## config.mk

```make
export PLATFORM = sky130hd
export DESIGN_NAME = program_loader_flat
export DESIGN_NICKNAME = d
export VERILOG_FILES = /design/src/rtl/program_loader_if.sv /design/src/rtl/program_loader.sv /design/src/flat_wrapper.sv
export SDC_FILE = /design/constraint.sdc
export NUM_CORES = 1
export LEC_CHECK = 0
export BUFFER_PORTS_ARGS = -buffer_cell sky130_fd_sc_hd__buf_2
export CORE_ASPECT_RATIO = 0.6
export CORE_MARGIN = 3
export CORE_UTILIZATION = 32
export CTS_BUF_LIST = sky130_fd_sc_hd__clkbuf_4 sky130_fd_sc_hd__clkbuf_8 sky130_fd_sc_hd__clkbuf_16
export CTS_CLUSTER_DIAMETER = 50
export DETAILED_ROUTE_END_ITERATION = 12
export PLACE_DENSITY = 0.55
export SETUP_SLACK_MARGIN = 0.3
export SLEW_MARGIN = 20
export SYNTH_ARGS = -nofsm -noshare
export SYNTH_HDL_FRONTEND = slang
export SYNTH_SLANG_ARGS = --single-unit
```

## constraint.sdc

```tcl
create_clock -name clk -period 6.95 [get_ports clk]
set_input_delay 0.695 -clock clk [delete_from_list [all_inputs] [get_ports clk]]
set_output_delay 0.695 -clock clk [all_outputs]
set_load 0.03 [all_outputs]
```

## src/rtl/program_loader_if.sv

```systemverilog
// Byte-stream input, RAM write port and CPU control bundle for the boot loader.
// slave is the loader's side of the bundle; master is the host/RAM/CPU side.
interface program_loader_if;
    logic [7:0]  inByte;
    logic        inValid;
    logic        inReady;
    logic        haltTriggered;
    logic [31:0] ramAddr;
    logic [31:0] ramWData;
    logic        ramWE;
    logic        cpuReset;
    logic        loadDone;
    logic        loadError;

    modport slave (
        input  inByte, inValid, haltTriggered,
        output inReady, ramAddr, ramWData, ramWE, cpuReset, loadDone, loadError
    );

    modport master (
        output inByte, inValid, haltTriggered,
        input  inReady, ramAddr, ramWData, ramWE, cpuReset, loadDone, loadError
    );
endinterface

```

## src/rtl/program_loader.sv

```systemverilog
// Boot loader: receives a 16-bit word count and little-endian 32-bit words,
// writes them to CPU RAM and keeps the CPU in reset until the image is complete.
module program_loader #(
    parameter logic [31:0] BASE_ADDR = 32'd0,
    parameter int          MAX_WORDS = 1024
) (
    input  logic              clk,
    input  logic              reset,
    program_loader_if.slave   bus
);

    typedef enum logic [2:0] {HDR0, HDR1, DATA, RUN, ERR} state_t;

    localparam logic [16:0] MAX_COUNT = 17'(MAX_WORDS);

    state_t      stateReg;
    logic [7:0]  countLowReg;
    logic [15:0] wordTotalReg;
    logic [15:0] wordCntReg;
    logic [1:0]  byteIdxReg;
    logic [31:0] ramAddrReg;
    logic [31:0] ramWDataReg;
    logic        ramWEReg;

    logic        inReady;
    logic        transfer;
    logic [15:0] headerCount;
    logic        lastWord;
    logic [31:0] assembledWord;

    assign inReady     = (stateReg == HDR0) || (stateReg == HDR1) || (stateReg == DATA);
    assign transfer    = bus.inValid && inReady;
    assign headerCount = {bus.inByte, countLowReg};
    assign lastWord    = (wordCntReg + 16'd1) == wordTotalReg;

    // Lanes 0..2 hold the bytes received so far; lane 3 is taken straight
    // from the input when the word completes.
    genvar gi;
    generate
        for (gi = 0; gi < 3; gi++) begin : gLane
            logic [7:0] laneReg;
            always_ff @(posedge clk or negedge reset) begin
                if (!reset) begin
                    laneReg <= 8'd0;
                end else if (stateReg == DATA && transfer && byteIdxReg == 2'(gi)) begin
                    laneReg <= bus.inByte;
                end
            end
        end
    endgenerate

    assign assembledWord = {bus.inByte, gLane[2].laneReg, gLane[1].laneReg, gLane[0].laneReg};

    always_ff @(posedge clk or negedge reset) begin
        if (!reset) begin
            stateReg     <= HDR0;
            countLowReg  <= 8'd0;
            wordTotalReg <= 16'd0;
            wordCntReg   <= 16'd0;
            byteIdxReg   <= 2'd0;
            ramAddrReg   <= BASE_ADDR;
            ramWDataReg  <= 32'd0;
            ramWEReg     <= 1'b0;
        end else begin
            ramWEReg <= 1'b0;
            case (stateReg)
                HDR0: begin
                    if (transfer) begin
                        countLowReg <= bus.inByte;
                        stateReg    <= HDR1;
                    end
                end
                HDR1: begin
                    if (transfer) begin
                        if ({1'b0, headerCount} > MAX_COUNT) begin
                            stateReg <= ERR;
                        end else if (headerCount == 16'd0) begin
                            stateReg <= RUN;
                        end else begin
                            wordTotalReg <= headerCount;
                            wordCntReg   <= 16'd0;
                            byteIdxReg   <= 2'd0;
                            stateReg     <= DATA;
                        end
                    end
                end
                DATA: begin
                    if (transfer) begin
                        byteIdxReg <= byteIdxReg + 2'd1;
                        if (byteIdxReg == 2'd3) begin
                            // Output registers are separate from the lanes, so
                            // the next word can start filling while this one is written.
                            ramWEReg    <= 1'b1;
                            ramWDataReg <= assembledWord;
                            ramAddrReg  <= BASE_ADDR + 32'(wordCntReg);
                            wordCntReg  <= wordCntReg + 16'd1;
                            if (lastWord) begin
                                stateReg <= RUN;
                            end
                        end
                    end
                end
                RUN: begin
                    if (bus.haltTriggered) begin
                        wordCntReg <= 16'd0;
                        byteIdxReg <= 2'd0;
                        stateReg   <= HDR0;
                    end
                end
                ERR: begin
                    stateReg <= ERR;
                end
                default: begin
                    stateReg <= HDR0;
                end
            endcase
        end
    end

    assign bus.inReady   = inReady;
    assign bus.ramAddr   = ramAddrReg;
    assign bus.ramWData  = ramWDataReg;
    assign bus.ramWE     = ramWEReg;
    assign bus.cpuReset  = (stateReg != RUN);
    assign bus.loadDone  = (stateReg == RUN);
    assign bus.loadError = (stateReg == ERR);

endmodule

```

## src/flat_wrapper.sv

```systemverilog
// flat-port wrapper written by rule: the top's interface ports become plain ports
module program_loader_flat 
#(
    parameter logic [31:0] BASE_ADDR = 32'd0,
    parameter int          MAX_WORDS = 1024
)
  (clk, reset, bus_inByte, bus_inValid, bus_haltTriggered, bus_inReady, bus_ramAddr, bus_ramWData, bus_ramWE, bus_cpuReset, bus_loadDone, bus_loadError);
  program_loader_if bus_i ();
  input  logic clk;
  input  logic reset;
  input wire logic [$bits(bus_i.inByte)-1:0] bus_inByte;
  input wire logic [$bits(bus_i.inValid)-1:0] bus_inValid;
  input wire logic [$bits(bus_i.haltTriggered)-1:0] bus_haltTriggered;
  output wire logic [$bits(bus_i.inReady)-1:0] bus_inReady;
  output wire logic [$bits(bus_i.ramAddr)-1:0] bus_ramAddr;
  output wire logic [$bits(bus_i.ramWData)-1:0] bus_ramWData;
  output wire logic [$bits(bus_i.ramWE)-1:0] bus_ramWE;
  output wire logic [$bits(bus_i.cpuReset)-1:0] bus_cpuReset;
  output wire logic [$bits(bus_i.loadDone)-1:0] bus_loadDone;
  output wire logic [$bits(bus_i.loadError)-1:0] bus_loadError;
  assign bus_i.inByte = bus_inByte;
  assign bus_i.inValid = bus_inValid;
  assign bus_i.haltTriggered = bus_haltTriggered;
  assign bus_inReady = bus_i.inReady;
  assign bus_ramAddr = bus_i.ramAddr;
  assign bus_ramWData = bus_i.ramWData;
  assign bus_ramWE = bus_i.ramWE;
  assign bus_cpuReset = bus_i.cpuReset;
  assign bus_loadDone = bus_i.loadDone;
  assign bus_loadError = bus_i.loadError;
  program_loader #(.BASE_ADDR(BASE_ADDR), .MAX_WORDS(MAX_WORDS)) u_core (.clk(clk), .reset(reset), .bus(bus_i));
endmodule
```

Yosys cells after proc, flatten, opt, wreduce, memory -nomap -nowiden
Index checks and enable logic that the tools add are counted.

Add/subtract/negate cells: 2. Reductions and logical operators: 17. Magnitude comparators: 1. Eq/ne operators: 17. Mux-type cells: 25. Bitwise gates (word level): 2.

Operators with widths (number): $mux 16 (6); $pmux 16 s3 (1); $mux 3 (7); $add 16x1->16 const B (1); $eq 16x16->1 (1); $gt 16x11->1 const B (1); $logic_not 16->1 (1); $pmux 3 s5 (1); $reduce_and 6->1 (2); $mux 2 (5); $ne 2x1->1 const B (4); $ne 2x2->1 const B (4); $reduce_and 7->1 (1); $eq 3x2->1 const B (2); $pmux 2 s3 (1); $logic_and 1x1->1 (5); $eq 2x2->1 const B (2); $mux 1 (4); $reduce_and 4->1 (1); $eq 3x1->1 const B (1); $eq 3x3->1 const B (1); $logic_not 3->1 (1); $ne 3x2->1 const B (1); $reduce_and 3->1 (1); other kinds (7) (9).

Logic and storage cells: 75. Register bits: 118.

Logic depth before layout (Yosys ltp)
Word-level depth: 6. Mapped depth: 8.

Worst setup path before layout
OpenSTA, ideal clock, no wires.

Path kind: input to register. Start: in bus_inByte[5]. End: reg u_core.wordTotalReg[9]. Stages on the path: 5. Arrival time: 2.239 ns. Buffers on the path: 1. Slack: 4.586 ns. Data required time: 6.825 ns. Setup time: 0.125 ns. Path through: nor4_1 > nand3b_1 > nor4_4 > buf_2 > mux2_2.

Longest elaborated chain between the ends: 3.

RTL lines: from (decl) (line flat_wrapper.sv:11) `input wire logic [$bits(bus_i.inByte)-1:0] bus_inByte;`; $gt 16x11->1 / $logic_not 16->1 (equally long branches) (line program_loader.sv:75, program_loader.sv:77); $not 1->1 (no line); $reduce_and 4->1 (no line) *; to (signal assigned) (line program_loader.sv:80) `wordTotalReg <= headerCount;`; to (decl) (line program_loader.sv:18) `logic [15:0] wordTotalReg;`.

Mark *: on every way between the ends. The rest lies on a longest branch, timed or not. A chain may end at the register's enable or synchronous reset.

Final worst setup path
Start: reg u_core.stateReg[0]. End: reg u_core.wordCntReg[0].

Longest elaborated chain between the ends: 6.

RTL lines: from (decl) (line program_loader.sv:16) `state_t stateReg;`; from (signal assigned) (line program_loader.sv:56) `stateReg <= HDR0;`; from (signal assigned) (line program_loader.sv:70) `stateReg <= HDR1;`; from (signal assigned) (line program_loader.sv:76) `stateReg <= ERR;`; $eq 3x1->1 / $logic_not 3->1 (equally long branches) (line program_loader.sv:31, program_loader.sv:66); $logic_or 1x1->1 (2 in a row) (line program_loader.sv:31) `assign inReady = (stateReg == HDR0) || (stateReg == HDR1) || (stateReg == DATA);`; $logic_and 1x1->1 (line program_loader.sv:32) `assign transfer = bus.inValid && inReady;`; $ne 2x1->1 (no line); $reduce_and 7->1 (no line); to (signal assigned) (line program_loader.sv:96) `wordCntReg <= wordCntReg + 16'd1;`; to (decl) (line program_loader.sv:19) `logic [15:0] wordCntReg;`.

Several ways; a longest one is shown, not always the timed one.

==> flow_summary_export.csv <==
group,metric,value,unit
floorplan,die_height,108,um
clocking,htreeDepth,4,
logic_synthesis,ys_ff_latch,118,
grt,wire_length_of_the_first_global_routing_pass,23220,um
finish,final_cell_mix,"nand2_1, dfrtp_1, buf_2, mux2_2, o21ai_0",
power,seq_power_share,38.4,%
drt,route.antenna.remaining_nets,0,
grt,pin_count_of_the_biggest_net_entering_global_routing,67,
timing,slew_viol_final,0,
logic_synthesis,yosysWarnings,0,
placement,dpl.hpwl,10290,um
drt,wl_cell,17.00,um
timing,final.setup.worst_slack,3.621,ns
finish,layout.cells.most_common,"nand2_1",
timing,tightestPinTransition,1.004,ns
status,run_status,"finished, final reports clean",
logic_synthesis,yosysSeqAreaShare,53.21,%
clocking,clockBufferDepth,2,
placement,detailedPlace.worstSlack,3.496,ns
grt,grt_busiest_layer,"met1",
finish,n_antenna_cell,0,
grt,initial_antenna_violation_count,0,
power,power.share.clock,36.4,%
power,power.ir.vdd_worst,0.1423,mV
floorplan,pin_count,81,
clocking,setup_fix_buffers_added_after_clock_tree_synthesis,0,
finish,drive_above_1_share,24.80,%
finish,layout.filler_cells,1637,
timing,unrepaired_setup_endpoints_after_global_routing,"no",
floorplan,placeable_core_region,16620,um2
timing,finalCriticalPeriod,3.329,ns
logic_synthesis,ys_types,59,
floorplan,die_area,19010,um2
worst_setup_path,crit_fanout,53,
power,p_comb_share,25.2,%
timing,post_route_skew,0.01006,ns
clocking,post_cts.resized_instances,0,
run,max_cap_violations,0,
drt,drt_pass1_iterations,4,
clocking,cts.reportedPaths.clkPinSlew,0.06,ns
floorplan,die_w,176.0,um
grt,grtUsageMet1,25.54,%
logic_synthesis,synth_edf_count,0,
grt,gr-usage-met3,5.158,%
logic_synthesis,async_flop_share,100.0,%
worst_setup_path,critical_path_start_end_classification,"reg -> reg",
min_path,min-delay-path-class,"in -> async",
drt,drc,0,
clocking,cts_sinks,118,
floorplan,floorplan.rows,36,
power,cellInternalPower,1.698,mW
logic_synthesis,postSynthAreaPerCell,9.891,um2
clocking,cts-root-buf,"clkbuf_16",
worst_setup_path,worstSetupStartpointType,"flip-flop",
placement,portBuffers,64,
drt,dr_total_vias,4288,
grt,track_usage,15.86,%
power,netSwitchingFraction,34.71,%
logic_synthesis,syn-cell-area,5549,um2
placement,routabilityCongestion,0.8897,
power,power_leakage,3.242,nW
timing,max-slew-margin-rel,32.81,%
worst_setup_path,critical_path_sink_type,"flip-flop",
timing,max_freq,0.3004,GHz
clocking,post_cts_hold_buffer_count,0,
finish,layout.nets,637,
worst_setup_path,crit_required,7.25,ns
power,power.switching,902.8,uW
drt,drt-initial-drc-count,324,
grt,globalRouteOverflowTotal,0,
worst_setup_path,worst_ep_arrival_time,3.63,ns
timing,report.final.hold_viol_count,0,
grt,gr_met2_demand_resource,19.72,%
logic_synthesis,ys_dominant_reg_cell,"dfrtp_1",
timing,setup-tns-final,0,ns
drt,detailed_route_wire_length,14640,um
clocking,cts_made_buffers,17,
clocking,clock_latency,0.41,ns
clocking,cts_tree,"built",
timing,finalCritPeriodShare,47.90,%
floorplan,floorplan.initialDensity,33.39,%
timing,report.final.setup_viol,0,
drt,via_per_inst,4.980,
finish,syn_to_final_growth,19.64,%
power,power-per-cell-area,391.8,nW/um2
grt,first_global_vias,4100,
logic_synthesis,post_synth_inst_count,561,
[layout make-up]
| cell class | instances | area (um2) | area share, % |
|---|---|---|---|
| Clock buffer | 18 | 439.2 | 6.615 |
| Clock inverter | 14 | 197.7 | 2.978 |
| Inverter | 10 | 37.54 | 0.5654 |
| Multi-Input combinational cell | 406 | 2377 | 35.81 |
| Sequential cell | 118 | 2953 | 44.48 |
| Tap cell | 228 | 285.3 | 4.297 |
| Timing Repair Buffer | 67 | 349.1 | 5.258 |
[synth_stat cells (3+ instances only)]
library cell,count,area share (%)
nand3_1,8,0.72
xnor2_1,11,1.7
nor2b_1,6,0.68
nand2_1,174,12
xor2_1,7,1.1
nand2b_1,6,0.68
o41ai_1,4,0.63
o21ai_0,29,2.6
or2_2,3,0.34
a31oi_1,5,0.56
clkbuf_1,17,1.1
buf_4,21,2.8
and4_1,3,0.47
o31ai_1,4,0.54
inv_1,8,0.54
nor3b_1,3,0.41
buf_2,3,0.27
nor2_1,17,1.1
nor3_2,3,0.54
dfrtp_1,118,53
a21oi_1,14,1.3
a21o_1,3,0.41
nor3_1,5,0.45
mux2_2,40,8.1
ha_1,5,1.1
[cells by family (layout without fill, tap and decap cells)]
logic type      after synthesis  after routing  synth area share [%]
buf+inv                      52            109                 5.005
mux                          42             42                 8.478
compound gates               79             79                 9.110
fa+ha+maj                     5              5                 1.127
xor+xnor                     18             18                 2.841
flops                       118            118                 53.21
simple gates                246            246                 20.16
other cells                   1             16               0.06758
[final timing paths]
path,start,endpoint,slack [ns],cells after the start
min in group clk,u_core.gLane[1].laneReg[6],u_core.bus.ramWData[14],0.46,2
worst min-delay path,reset,u_core.bus.ramWData[4],0.32,1
worst max-delay path,u_core.stateReg[0],u_core.wordCntReg[0],3.62,7
max in group asynchronous,reset,u_core.wordTotalReg[7],5.32,2
worst min register to register,u_core.gLane[1].laneReg[6],u_core.bus.ramWData[14],0.46,2
worst max register to register,u_core.stateReg[0],u_core.wordCntReg[0],3.62,7
[critical path: stages, from the launching register on]
cell	delay, ns
dfrtp_1	0.65
mux2_2	0.39
nand2_1	0.10
nor3_2	0.10
nand2_2	0.75
clkinv_1	0.48
buf_4	0.40
mux2_2	0.31
[state kept, by name, summed over array words and instances (netlist names)]
name and cells:
u_core.bus.ramAddr 16, u_core.gLane.laneReg 24, u_core.bus.ramWE 1, u_core.wordCntReg 16, u_core.wordTotalReg 16, u_core.countLowReg 8
u_core.bus.ramWData 32, u_core.byteIdxReg 2, u_core.stateReg 3
[through the flow]
stage	area [um2]	std cells	hold WS (ns)	utilization (%)	total power, mW
5_1_grt	6639	861	0.3518	39.94	2.736
4_1_cts	6639	861	0.3284	39.94	2.621
3_3_place_gp	5991	828	0.4538	36.04	1.647
6_report	6639	861	0.3160	39.94	2.601
3_5_place_dp	6002	829	0.4573	36.11	1.663
2_1_floorplan	5605	576	0.3994	-	1.456
[per-layer routing]
metal | vias to the layer above | wire (um)
met5 | - | 0
met4 | 0 | 125
met3 | 12 | 1084
met2 | 139 | 5535
met1 | 2141 | 7891
li1 | 1996 | -
[power by group through the flow]
stage | registers, mW | clock network (mW) | logic [mW]
after floorplan | 1.18 | 0 | 0.280
after global placement | 1.00 | 0 | 0.646
after detailed placement | 1.01 | 0 | 0.656
after CTS | 0.999 | 0.963 | 0.659
after global routing | 1.02 | 1.00 | 0.711
final | 0.998 | 0.948 | 0.655
No activity file was read; power rests on OpenSTA's default activity.
